<file path="config.mk">
export PLATFORM = sky130hd
export DESIGN_NAME = cordic_stream_feeder
export DESIGN_NICKNAME = d
export VERILOG_FILES = /design/src/rtl/cordic_stream_feeder.sv
export SDC_FILE = /design/constraint.sdc
export NUM_CORES = 1
export LEC_CHECK = 0
export BUFFER_PORTS_ARGS = -buffer_cell sky130_fd_sc_hd__buf_2
export CAP_MARGIN = 15
export CORE_AREA = 4 4 123 154
export CTS_CLUSTER_SIZE = 10
export DETAILED_ROUTE_END_ITERATION = 10
export DIE_AREA = 0 0 127 158
export HOLD_SLACK_MARGIN = 0.03
export PLACE_DENSITY = 0.68
export SLEW_MARGIN = 20
export SYNTH_ARGS = -nofsm -noshare
export SYNTH_HDL_FRONTEND = slang
export SYNTH_SLANG_ARGS = --single-unit
</file>
<file path="constraint.sdc">
create_clock -name clock -period 6.6 [get_ports clock]
set_input_delay 1.98 -clock clock [delete_from_list [all_inputs] [get_ports clock]]
set_output_delay 1.98 -clock clock [all_outputs]
set_load 0.005 [all_outputs]
</file>
<file path="src/rtl/cordic_stream_feeder.sv">
// cordic_stream_feeder
// Buffers a stream of IEEE-754 single arguments in a small FIFO, feeds them
// into an external fixed-latency CORDIC pipeline, tracks which pipeline
// stages hold real arguments with a tag shift register, and presents the
// results on a valid/ready output with full backpressure.
// LATENCY must be at least 2 and FIFO_DEPTH a power of two of at least 2.
module cordic_stream_feeder #(
  parameter int LATENCY    = 4,
  parameter int FIFO_DEPTH = 4
) (
  input  logic                            clock,
  input  logic                            aclr_n,
  input  logic                            in_valid,
  input  logic [31:0]                     in_data,
  output logic                            in_ready,
  output logic                            out_valid,
  output logic [31:0]                     out_data,
  input  logic                            out_ready,
  output logic [31:0]                     ppl_dataa,
  output logic                            ppl_clk_en,
  output logic                            ppl_aclr,
  input  logic [31:0]                     ppl_result,
  output logic [$clog2(FIFO_DEPTH):0]     fifo_count,
  output logic                            idle
);

  localparam int AW = $clog2(FIFO_DEPTH);
  localparam int CW = $clog2(FIFO_DEPTH) + 1;

  logic [31:0]        r_mem [FIFO_DEPTH];
  logic [AW-1:0]      r_wr_ptr;
  logic [AW-1:0]      r_rd_ptr;
  logic [CW-1:0]      r_count;
  logic [LATENCY-1:0] r_vtag;
  logic               r_out_valid;
  logic [31:0]        r_out_data;

  logic w_nonempty;
  logic w_full;
  logic w_stall;
  logic w_clk_en;
  logic w_push;
  logic w_pop;
  logic w_capture;

  // Handshake and pipeline-advance decisions derived from current state.
  always_comb begin
    w_nonempty = (r_count != {CW{1'b0}});
    w_full     = (r_count == CW'(FIFO_DEPTH));
    // The pipeline may only freeze when its last stage holds a result that
    // has nowhere to go; bubbles in the last stage never block it.
    w_stall    = r_vtag[LATENCY-1] && r_out_valid && !out_ready;
    w_clk_en   = !w_stall && (w_nonempty || (r_vtag != {LATENCY{1'b0}}));
    w_push     = in_valid && !w_full;
    w_pop      = w_clk_en && w_nonempty;
    w_capture  = w_clk_en && r_vtag[LATENCY-1];
  end

  assign in_ready   = !w_full;
  assign ppl_clk_en = w_clk_en;
  assign ppl_aclr   = !aclr_n;
  assign ppl_dataa  = w_nonempty ? r_mem[r_rd_ptr] : 32'h0000_0000;
  assign fifo_count = r_count;
  assign out_valid  = r_out_valid;
  assign out_data   = r_out_data;
  assign idle       = !w_nonempty && (r_vtag == {LATENCY{1'b0}}) && !r_out_valid;

  // FIFO storage write; contents need no reset because pointers gate reads.
  always_ff @(posedge clock) begin
    if (aclr_n && w_push) begin
      r_mem[r_wr_ptr] <= in_data;
    end
  end

  // FIFO pointers and occupancy; pointers wrap naturally at FIFO_DEPTH.
  always_ff @(posedge clock) begin
    if (!aclr_n) begin
      r_wr_ptr <= {AW{1'b0}};
      r_rd_ptr <= {AW{1'b0}};
      r_count  <= {CW{1'b0}};
    end else begin
      if (w_push) begin
        r_wr_ptr <= r_wr_ptr + AW'(1'b1);
      end
      if (w_pop) begin
        r_rd_ptr <= r_rd_ptr + AW'(1'b1);
      end
      case ({w_push, w_pop})
        2'b10:   r_count <= r_count + CW'(1'b1);
        2'b01:   r_count <= r_count - CW'(1'b1);
        default: r_count <= r_count;
      endcase
    end
  end

  // Occupancy tags travel in lockstep with the external pipeline stages.
  always_ff @(posedge clock) begin
    if (!aclr_n) begin
      r_vtag <= {LATENCY{1'b0}};
    end else if (w_clk_en) begin
      r_vtag <= {r_vtag[LATENCY-2:0], w_nonempty};
    end else begin
      r_vtag <= r_vtag;
    end
  end

  // Output holding register: capture wins over handoff so a result can be
  // replaced in the same edge it is consumed, sustaining one per cycle.
  always_ff @(posedge clock) begin
    if (!aclr_n) begin
      r_out_valid <= 1'b0;
      r_out_data  <= 32'h0000_0000;
    end else if (w_capture) begin
      r_out_valid <= 1'b1;
      r_out_data  <= ppl_result;
    end else if (r_out_valid && out_ready) begin
      r_out_valid <= 1'b0;
      r_out_data  <= r_out_data;
    end else begin
      r_out_valid <= r_out_valid;
      r_out_data  <= r_out_data;
    end
  end

endmodule

</file>
==> impl_metrics.py, run 1 <==
metrics = {
    "global_route": {
        "track_usage_pct": 14.4,
        "antenna_found_initial": 0,
        "grt_overflow": 0,
        "grt_pass1_wl_um": 22100,
        "grt_max_degree": 46,
        "grt_pass1_vias": 4145,
    },
    "pwr": {
        "p_switching_mw": 0.820,
        "ir_worst_vdd_v": 0.000198,
        "pwr-share-clk_pct": 32.5,
        "pwr-share-seq_pct": 44.5,
        "leakagePower_nw": 2.95,
        "swShare_pct": 27.8,
        "comb_power_share_pct": 23.0,
        "p_int_mw": 2.13,
        "powerDensity_mw_per_mm2": 363,
    },
    "synthesis": {
        "ys_seq_area_share_pct": 71.2,
        "synth_area_mm2": 0.00670,
        "synth_nets": 500,
        "ys_types": 34,
        "yosysWarnings": 0,
        "ys_seq_elements": 174,
        "synth_cells": 426,
        "syn_avg_cell_area_um2": 15.7,
    },
    "drt": {
        "drcViolationCount": 0,
        "wire_per_inst_um": 18.0,
        "wirelength_um": 14300,
        "vias_per_cell": 5.03,
        "vias": 3990,
        "drt-initial-drc-count": 242,
        "dr.pass1.iters": 4,
        "drtAntennaViolNets": 0,
    },
    "sta": {
        "max_freq_mhz": 205,
        "slew_violations": 0,
        "maxSlewHeadroom_pct": 26.8,
        "min_period_ns": 4.88,
        "setup_viol_count_final": 0,
        "hold_violations": 0,
        "worstMarginPinSlew_ns": 1.09,
        "finClkSkew_ns": 0.0157,
        "setup_tns_ns": 0,
        "rsz0062_at_grt": "false",
        "period_share_pct": 73.9,
    },
    "floorplan": {
        "core_mm2": 0.0174,
        "die_h_um": 158,
        "num_rows": 54,
        "fp.dieArea_mm2": 0.0201,
        "dieWidth_um": 127,
        "initial_core_util_pct": 38.4,
        "num_io_pins": 140,
    },
    "finish": {
        "fin_area_mm2": 0.00815,
        "finalNonFillerCells": 793,
        "drive_gt1_share_pct": 38.0,
        "final_cell_mix": "buf_2 (139), edfxtp_1 (128), dfxtp_1 (43)",
        "layout_commonest_cell": "buf_2",
        "fin_nets": 630,
        "syn_to_final_growth_pct": 21.7,
        "final_core_util_pct": 46.7,
        "antenna_cells": 0,
    },
    "outcome": {
        "status": "finished clean",
    },
    "clock_network": {
        "worstSkewPairLatency_ns": 0.42,
        "cts_resized": 0,
        "post_cts_buffers": 0,
        "cts_sinks": 174,
        "cts_tree": "built",
        "cts_buffers": 17,
        "cts_hold_buf": 0,
        "clkTransAtPathRegs_ns": 0.06,
        "cts_max_path_buffers": 2,
        "cts_htree_levels": 4,
        "clockRootBuffer": "clkbuf_16",
    },
    "job": {
        "drv_cap": 0,
    },
    "placement": {
        "dp_hpwl_um": 8970,
        "gp_congestion": 0.824,
        "placed_area_mm2": 0.00756,
        "placed_cells": 761,
        "portBuffers": 139,
    },
    "worst_setup_path": {
        "setup.worst_path.start_class": "input port",
        "cp.arrival_ns": 2.90,
        "path_max_fanout": 45,
        "crit_required_ns": 4.62,
        "endpoint_kind": "output port",
        "r2r_slack_ns": 4.07,
        "crit_type": "input port to output port",
    },
    "hold_path": {
        "hp-class": "flip-flop to flip-flop",
    },
}
## Yosys cell counts
library cell  count  area, um^2
a21o_1            2        15.0
a21oi_1          41         205
and2_0            1        6.26
and2_1            1        6.26
and3_1            4        25.0
and3b_1           1        8.76
buf_1             4        15.0
buf_2             2        10.0
buf_4             3        22.5
buf_6             2        22.5
clkbuf_1         20        75.1
dfxtp_1          46         921
edfxtp_1        128        3840
fa_1              1        20.0
ha_1              5        62.6
inv_1             7        26.3
inv_2             2        7.51
mux2i_1           2        20.0
mux4_2           32         721
nand2_1           1        3.75
nand2b_1          1        6.26
nand3_1          34         170
nor2_1            9        33.8
nor2b_1          33         206
nor3_1            1        5.00
nor4_1            1        6.26
o21a_1            1        7.51
o21ai_0          23         115
o21ai_1          11        55.1
o31ai_1           1        7.51
or3_1             2        12.5
or3b_1            1        8.76
or4_1             1        7.51
xor2_1            2        17.5
## cell type report
class	count	area, um^2
clock inverters	11	73.8
fillers	1514	9290
clock buffers	21	504
multi-input cells	212	1770
well taps	224	280
flip-flops and latches	174	4770
repair buffers	142	718
inverters	9	33.8
## routing by layer
| metal | global-route usage [%] | share of wire [%] | vias up |
|---|---|---|---|
| met2 | 25.3 | 53 | 143 |
| li1 | - | - | 1878 |
| met4 | 4.55 | 1.2 | 0 |
| met5 | 0 | 0 | - |
| met1 | 17.2 | 40 | 1953 |
| met3 | 3.95 | 6.2 | 16 |
## cell families after synthesis
logic type               after synthesis  synth area share (%)
XOR/XNOR                               2                 0.262
adder cells (fa/ha/maj)                6                  1.23
AO/OA/AOI/OAI                         79                  6.05
AND/OR/NAND/NOR                       91                  7.57
multiplexers                          34                  11.1
flip-flops                           174                  71.2
buffers and inverters                 40                  2.67
## power by group through the flow
stage,clock [mW],sequential (mW),combinational (mW)
final,0.960,1.32,0.678
after floorplan,0,1.29,0.452
after global routing,1.03,1.33,0.756
after global placement,0,1.34,0.686
after CTS,0.983,1.32,0.703
after detailed placement,0,1.34,0.698
## critical path, stage by stage
cell   delay (ns)
buf_2        0.13
inv_2        0.54
buf_2        0.23
## stage by stage
stage               power (mW)  worst slack [ns]  hold WS, ns
CTS                       3.01              1.72        0.474
global placement          2.02              1.77        0.461
detailed placement        2.04              1.71        0.464
global route              3.12              1.65        0.497
floorplan                 1.74              2.21        0.453
finish                    2.95              1.72        0.472
## state kept, by name, summed over array words and instances (netlist names), named ones only
name	flops
r_rd_ptr	2
fifo_count	3
out_data	32
r_mem	128
r_wr_ptr	2
r_vtag	4
out_valid	1
## final timing paths
kind | to | cells after the start | startpoint
worst max-delay path | ppl_aclr | 3 | aclr_n
worst max register to register | fifo_count[2] | 8 | r_vtag[3]
worst min register to register | out_data[6] | 2 | out_data[6]
worst min-delay path | out_data[6] | 2 | out_data[6]
No activity file was read; power rests on OpenSTA's default activity.
==> inputs of run 2 (changes only) <==
clock period = 4.65 ns   (was 6.6 ns; I/O delays follow)
==> impl_metrics.py, run 2 (same netlist as run 1, synthesis figures left out) <==
metrics = {
    "sta": {
        "finClkSkew_ns": 0.00674,
        "max_freq_mhz": 273,
        "finalWorstSetupSlack_ns": 0.989,
        "worstMarginPinSlew_ns": 0.958,
        "setup_tns_ns": 0,
        "slew_violations": 0,
        "hold-worst-slack_ns": 0.478,
        "period_share_pct": 78.7,
        "rsz0062_at_grt": "false",
        "setup_viol_count_final": 0,
        "maxSlewHeadroom_pct": 36.1,
        "min_period_ns": 3.66,
        "hold_violations": 0,
    },
    "drt": {
        "drt-initial-drc-count": 333,
        "drtAntennaViolNets": 0,
        "drcViolationCount": 0,
        "vias_per_cell": 5.12,
        "dr.pass1.iters": 4,
        "vias": 4074,
        "wire_per_inst_um": 17.8,
        "wirelength_um": 14200,
    },
    "placement": {
        "dp_hpwl_um": 8750,
        "dpl_worst_slack_ns": 1.11,
        "portBuffers": 139,
        "gp_congestion": 0.802,
        "placed_area_mm2": 0.00759,
        "placed_cells": 763,
    },
    "pwr": {
        "leakagePower_nw": 2.94,
        "ir_worst_vdd_v": 0.000241,
        "powerDensity_mw_per_mm2": 512,
        "finalPower_mw": 4.18,
    },
    "global_route": {
        "grt_pass1_wl_um": 22100,
        "grt_pass1_vias": 4180,
        "track_usage_pct": 14.2,
        "antenna_found_initial": 1,
        "grt_max_degree": 45,
        "grt_overflow": 0,
    },
    "worst_setup_path": {
        "crit_required_ns": 3.25,
        "r2r-start": "fifo_count[2]",
        "crit_type": "flip-flop to output port",
        "cp.arrival_ns": 2.27,
        "endpoint_kind": "output port",
        "r2r_cells": 9,
        "setup.worst_path.start_class": "flip-flop",
        "path_max_fanout": 17,
    },
    "finish": {
        "largest_register_ff_count": 128,
        "syn_to_final_growth_pct": 21.9,
        "layout_commonest_cell": "buf_2",
        "fin_area_mm2": 0.00816,
        "antenna_cells": 0,
        "final_cell_mix": "buf_2 (139), edfxtp_1 (128), dfxtp_1 (44)",
        "drive_gt1_share_pct": 38.0,
        "seq_area_mm2": 0.00477,
        "multiInputGateArea_mm2": 0.00177,
        "final_core_util_pct": 46.8,
        "fill_cells": 1535,
        "top_register": "r_mem",
        "fin_nets": 632,
        "finalNonFillerCells": 795,
    },
    "clock_network": {
        "worstSkewPairLatency_ns": 0.42,
        "cts_resized": 0,
        "cts_hold_buf": 0,
        "cts_tree": "built",
        "clockRootBuffer": "clkbuf_16",
        "clkTransAtPathRegs_ns": 0.06,
        "cts_sinks": 174,
        "cts_max_path_buffers": 2,
        "cts_buffers": 17,
        "cts_htree_levels": 4,
        "post_cts_buffers": 0,
    },
    "job": {
        "drv_cap": 0,
    },
    "floorplan": {
        "fp.dieArea_mm2": 0.0201,
        "dieWidth_um": 127,
        "core_mm2": 0.0174,
        "num_io_pins": 140,
        "num_rows": 54,
        "initial_core_util_pct": 38.4,
        "die_h_um": 158,
    },
    "outcome": {
        "status": "finished clean",
    },
    "hold_path": {
        "hold_path_depth": 2,
        "hp-class": "flip-flop to flip-flop",
        "worstHoldStart": "out_data[1]",
    },
}
==> run 2: changes by cell type in the layout (fill, tap and decap cells not counted), moves of 2 or more <==
cell and change:
inv_4 -2, clkbuf_16 -3, clkinv_4 +3, clkinvlp_4 +2, clkinv_2 -2
==> run 2: critical path: stages (launching register included) <==
cell and delay [ns]:
dfxtp_2 0.77, buf_12 0.27, mux4_2 0.50, nor2b_1 0.16, buf_2 0.14
==> run 2: routing by layer <==
layer  wire, um  GRT usage [%]  share of wire [%]  up-vias
met1       5910           17.6                 42     2049
met4        112           3.88               0.79        2
met5          7              0              0.049        -
met2       7260           24.5                 51      126
li1           -              -                  -     1884
met3        871           4.25                6.1       13
==> run 2: final cells by class <==
cell class	instances	area share, %
repair buffers	144	9.14
clock buffers	18	5.26
inverters	9	0.414
clock inverters	14	1.64
well taps	224	3.43
multi-input cells	212	21.7
flip-flops and latches	174	58.4
==> run 2: final timing paths <==
check                                endpoint  slack, ns
worst max-delay path            ppl_dataa[15]       0.99
worst min-delay path              out_data[1]       0.48
worst max register to register  fifo_count[2]       2.16
worst min register to register    out_data[1]       0.48
==> run 2: power by group <==
part	switching (mW)	internal [mW]	total (mW)
Combinational	0.467	0.493	0.960
Sequential	0.112	1.76	1.87
Clock	0.595	0.747	1.34
Total	1.17	3.00	4.18
==> inputs of run 3 (changes only) <==
ABC_AREA = 1   (was not set)
CORE_AREA = 4 4 127 160   (was 4 4 123 154)
DIE_AREA = 0 0 131 164   (was 0 0 127 158)
PLACE_DENSITY = 0.7   (was 0.68)
clock period = 2.95 ns   (was 4.65 ns; I/O delays follow)
==> impl_metrics.py, run 3 <==
metrics = {
    "placement": {
        "gp_congestion": 0.793,
        "dp_hpwl_um": 10500,
        "placed_cells": 1090,
        "portBuffers": 139,
    },
    "clock_network": {
        "cts_buffers": 17,
        "cts_max_path_buffers": 2,
        "clkTransAtPathRegs_ns": 0.07,
        "cts_tree": "built",
        "clockRootBuffer": "clkbuf_16",
        "worstSkewPairLatency_ns": 0.42,
        "cts_htree_levels": 4,
        "cts_sinks": 174,
        "cts_hold_buf": 0,
    },
    "synthesis": {
        "synth_area_mm2": 0.00724,
        "synthFlopType": "edfxtp_1",
        "synth_cells": 740,
        "ys_seq_elements": 174,
        "yosysMostFrequentCell": "nor2_1",
        "ys_types": 23,
        "yosysTopAreaCellShare_pct": 53.1,
        "syn_avg_cell_area_um2": 9.78,
        "synth_nets": 814,
        "yosysTopAreaCell": "edfxtp_1",
        "netlist_top_cells_count": "nor2_1 (173), edfxtp_1 (128), inv_1 (112), nand2_1 (76), o21ai_0 (69)",
        "synth_edf_count": 128,
        "synth.top_cells.by_area": "edfxtp_1 (53%), dfxtp_1 (13%), nor2_1 (9.0%)",
        "yosysWarnings": 0,
        "synth-async-reset-ratio_pct": 0,
        "ys_seq_area_share_pct": 65.8,
    },
    "sta": {
        "hold_violations": 0,
        "hold-worst-slack_ns": 0.488,
        "slew_violations": 0,
        "setup_viol_count_final": 0,
        "finClkSkew_ns": 0.00918,
        "worstMarginPinSlew_ns": 0.688,
        "min_period_ns": 2.79,
        "maxSlewHeadroom_pct": 54.1,
        "max_freq_mhz": 358,
        "period_share_pct": 94.7,
        "rsz0062_at_grt": "false",
    },
    "floorplan": {
        "num_rows": 56,
        "num_io_pins": 140,
        "core_mm2": 0.0187,
        "die_h_um": 164,
        "dieWidth_um": 131,
        "initial_core_util_pct": 38.7,
        "fp.dieArea_mm2": 0.0215,
    },
    "finish": {
        "fin_nets": 951,
        "layout_commonest_cell": "nor2_1",
        "syn_to_final_growth_pct": 22.1,
        "drive_gt1_share_pct": 22.8,
        "largest_register_ff_count": 128,
        "final_cell_mix": "nor2_1 (169), buf_2 (139), edfxtp_1 (128)",
        "top_register": "r_mem",
        "finalNonFillerCells": 1123,
    },
    "drt": {
        "wire_per_inst_um": 14.1,
        "vias_per_cell": 4.67,
        "wirelength_um": 15800,
        "drt-initial-drc-count": 246,
        "dr.pass1.iters": 4,
        "vias": 5242,
        "drtAntennaViolNets": 0,
        "drcViolationCount": 0,
    },
    "global_route": {
        "antenna_found_initial": 3,
        "grt_pass1_wl_um": 25200,
        "grt_overflow": 0,
        "grt_max_degree": 65,
        "track_usage_pct": 15.2,
        "grt_pass1_vias": 5048,
    },
    "worst_setup_path": {
        "slowest_stage": "buf_6",
        "slowest_delay_ns": 0.38,
        "cp.depth": 6,
        "crit_family": "buffers and inverters",
        "timing.critical_path.buf_inv": 2,
        "crit_required_ns": 2.07,
        "crit_type": "flip-flop to output port",
        "path_common_cell": "nor2_1",
        "setup.worst_path.start_class": "flip-flop",
        "crit_path_cell_trace": "buf_6, nor2_1, nor2_1, o21ai_0, a21oi_1, buf_2",
        "cp.arrival_ns": 1.91,
        "r2r_cells": 12,
        "path_max_fanout": 64,
        "endpoint_kind": "output port",
    },
    "pwr": {
        "powerDensity_mw_per_mm2": 898,
        "finalPower_mw": 7.94,
        "leakagePower_nw": 3.80,
        "ir_worst_vdd_v": 0.000509,
    },
    "hold_path": {
        "hp-class": "flip-flop to flip-flop",
        "hold_path_depth": 2,
    },
    "outcome": {
        "status": "finished clean",
    },
    "job": {
        "drv_cap": 0,
    },
}
## run 3: cell count changes in the layout (fill, tap and decap cells not counted), sizes merged, moves of 3 or more
| cell | before | now |
|---|---|---|
| and3 | 4 | 0 |
| buf | 144 | 158 |
| clkinvlp | 3 | 0 |
| inv | 14 | 123 |
| mux4 | 32 | 0 |
| nand2 | 1 | 77 |
| nand3 | 34 | 5 |
| nand4 | 0 | 32 |
| nor2 | 9 | 175 |
| nor2b | 33 | 0 |
| o21ai | 34 | 71 |
## run 3: final cells by class
type	instances	area, um^2
diodes	1	2.50
repair buffers	158	855
flip-flops and latches	174	4770
fillers	1770	9870
well taps	232	290
multi-input cells	410	1890
clock inverters	15	174
inverters	116	437
clock buffers	17	425
## run 3: tightest hold or removal path: stages, from the launching register on
cell and delay, ns:
dfxtp_1 0.32, nand2_1 0.07, a21oi_1 0.05
## run 3: final timing paths
check	from	end	slack, ns
worst min register to register	r_vtag[0]	r_vtag[0]	0.49
worst max register to register	r_vtag[3]	fifo_count[2]	0.85
worst max-delay path	flip-flop	ppl_dataa[9]	0.16
worst min-delay path	r_vtag[0]	r_vtag[0]	0.49
## run 3: cell families (layout without fill, tap and decap cells)
family                   after synthesis  count (layout)  synth area share (%)
AND/OR/NAND/NOR                      289             289                  16.6
flip-flops                           174             174                  65.8
buffers and inverters                156             306                  8.50
AO/OA/AOI/OAI                        114             114                  7.88
adder cells (fa/ha/maj)                6               6                  1.14
XOR/XNOR                               1               1                 0.121
other                                  0               1                     0
## run 3: where the power goes
part           switching, mW  total, mW  internal, mW
clock                  0.961       2.24          1.28
combinational           1.72       2.71         0.987
sequential             0.113       3.00          2.88
## run 3: through the flow
| stage | setup slack, ns | setup TNS, ns | cell area, um^2 | util (%) |
|---|---|---|---|---|
| 2_1_floorplan | -0.120 | -15.32 | 7240 | - |
| 3_3_place_gp | 0.290 | 0 | 8230 | 44.0 |
| 3_5_place_dp | 0.272 | 0 | 8230 | 44.0 |
| 4_1_cts | 0.0831 | 0 | 8840 | 47.2 |
| 5_1_grt | 0.00562 | 0 | 8840 | 47.3 |
| 6_report | 0.156 | 0 | 8840 | 47.3 |
## run 3: layer usage
layer / wire (um) / vias up / track usage, %
met5: 34 / - / 0
met4: 143 / 4 / 5.24
met3: 1210 / 16 / 5.43
met2: 8050 / 156 / 26.5
met1: 6400 / 2389 / 17.0
li1: - / 2677 / -
## run 3: what timing repair did
| item | CTS | global route |
|---|---|---|
| setup endpoints to repair | 26 | 0 |
| resized for setup | 2 | 0 |
| buffers inserted | 0 | 0 |
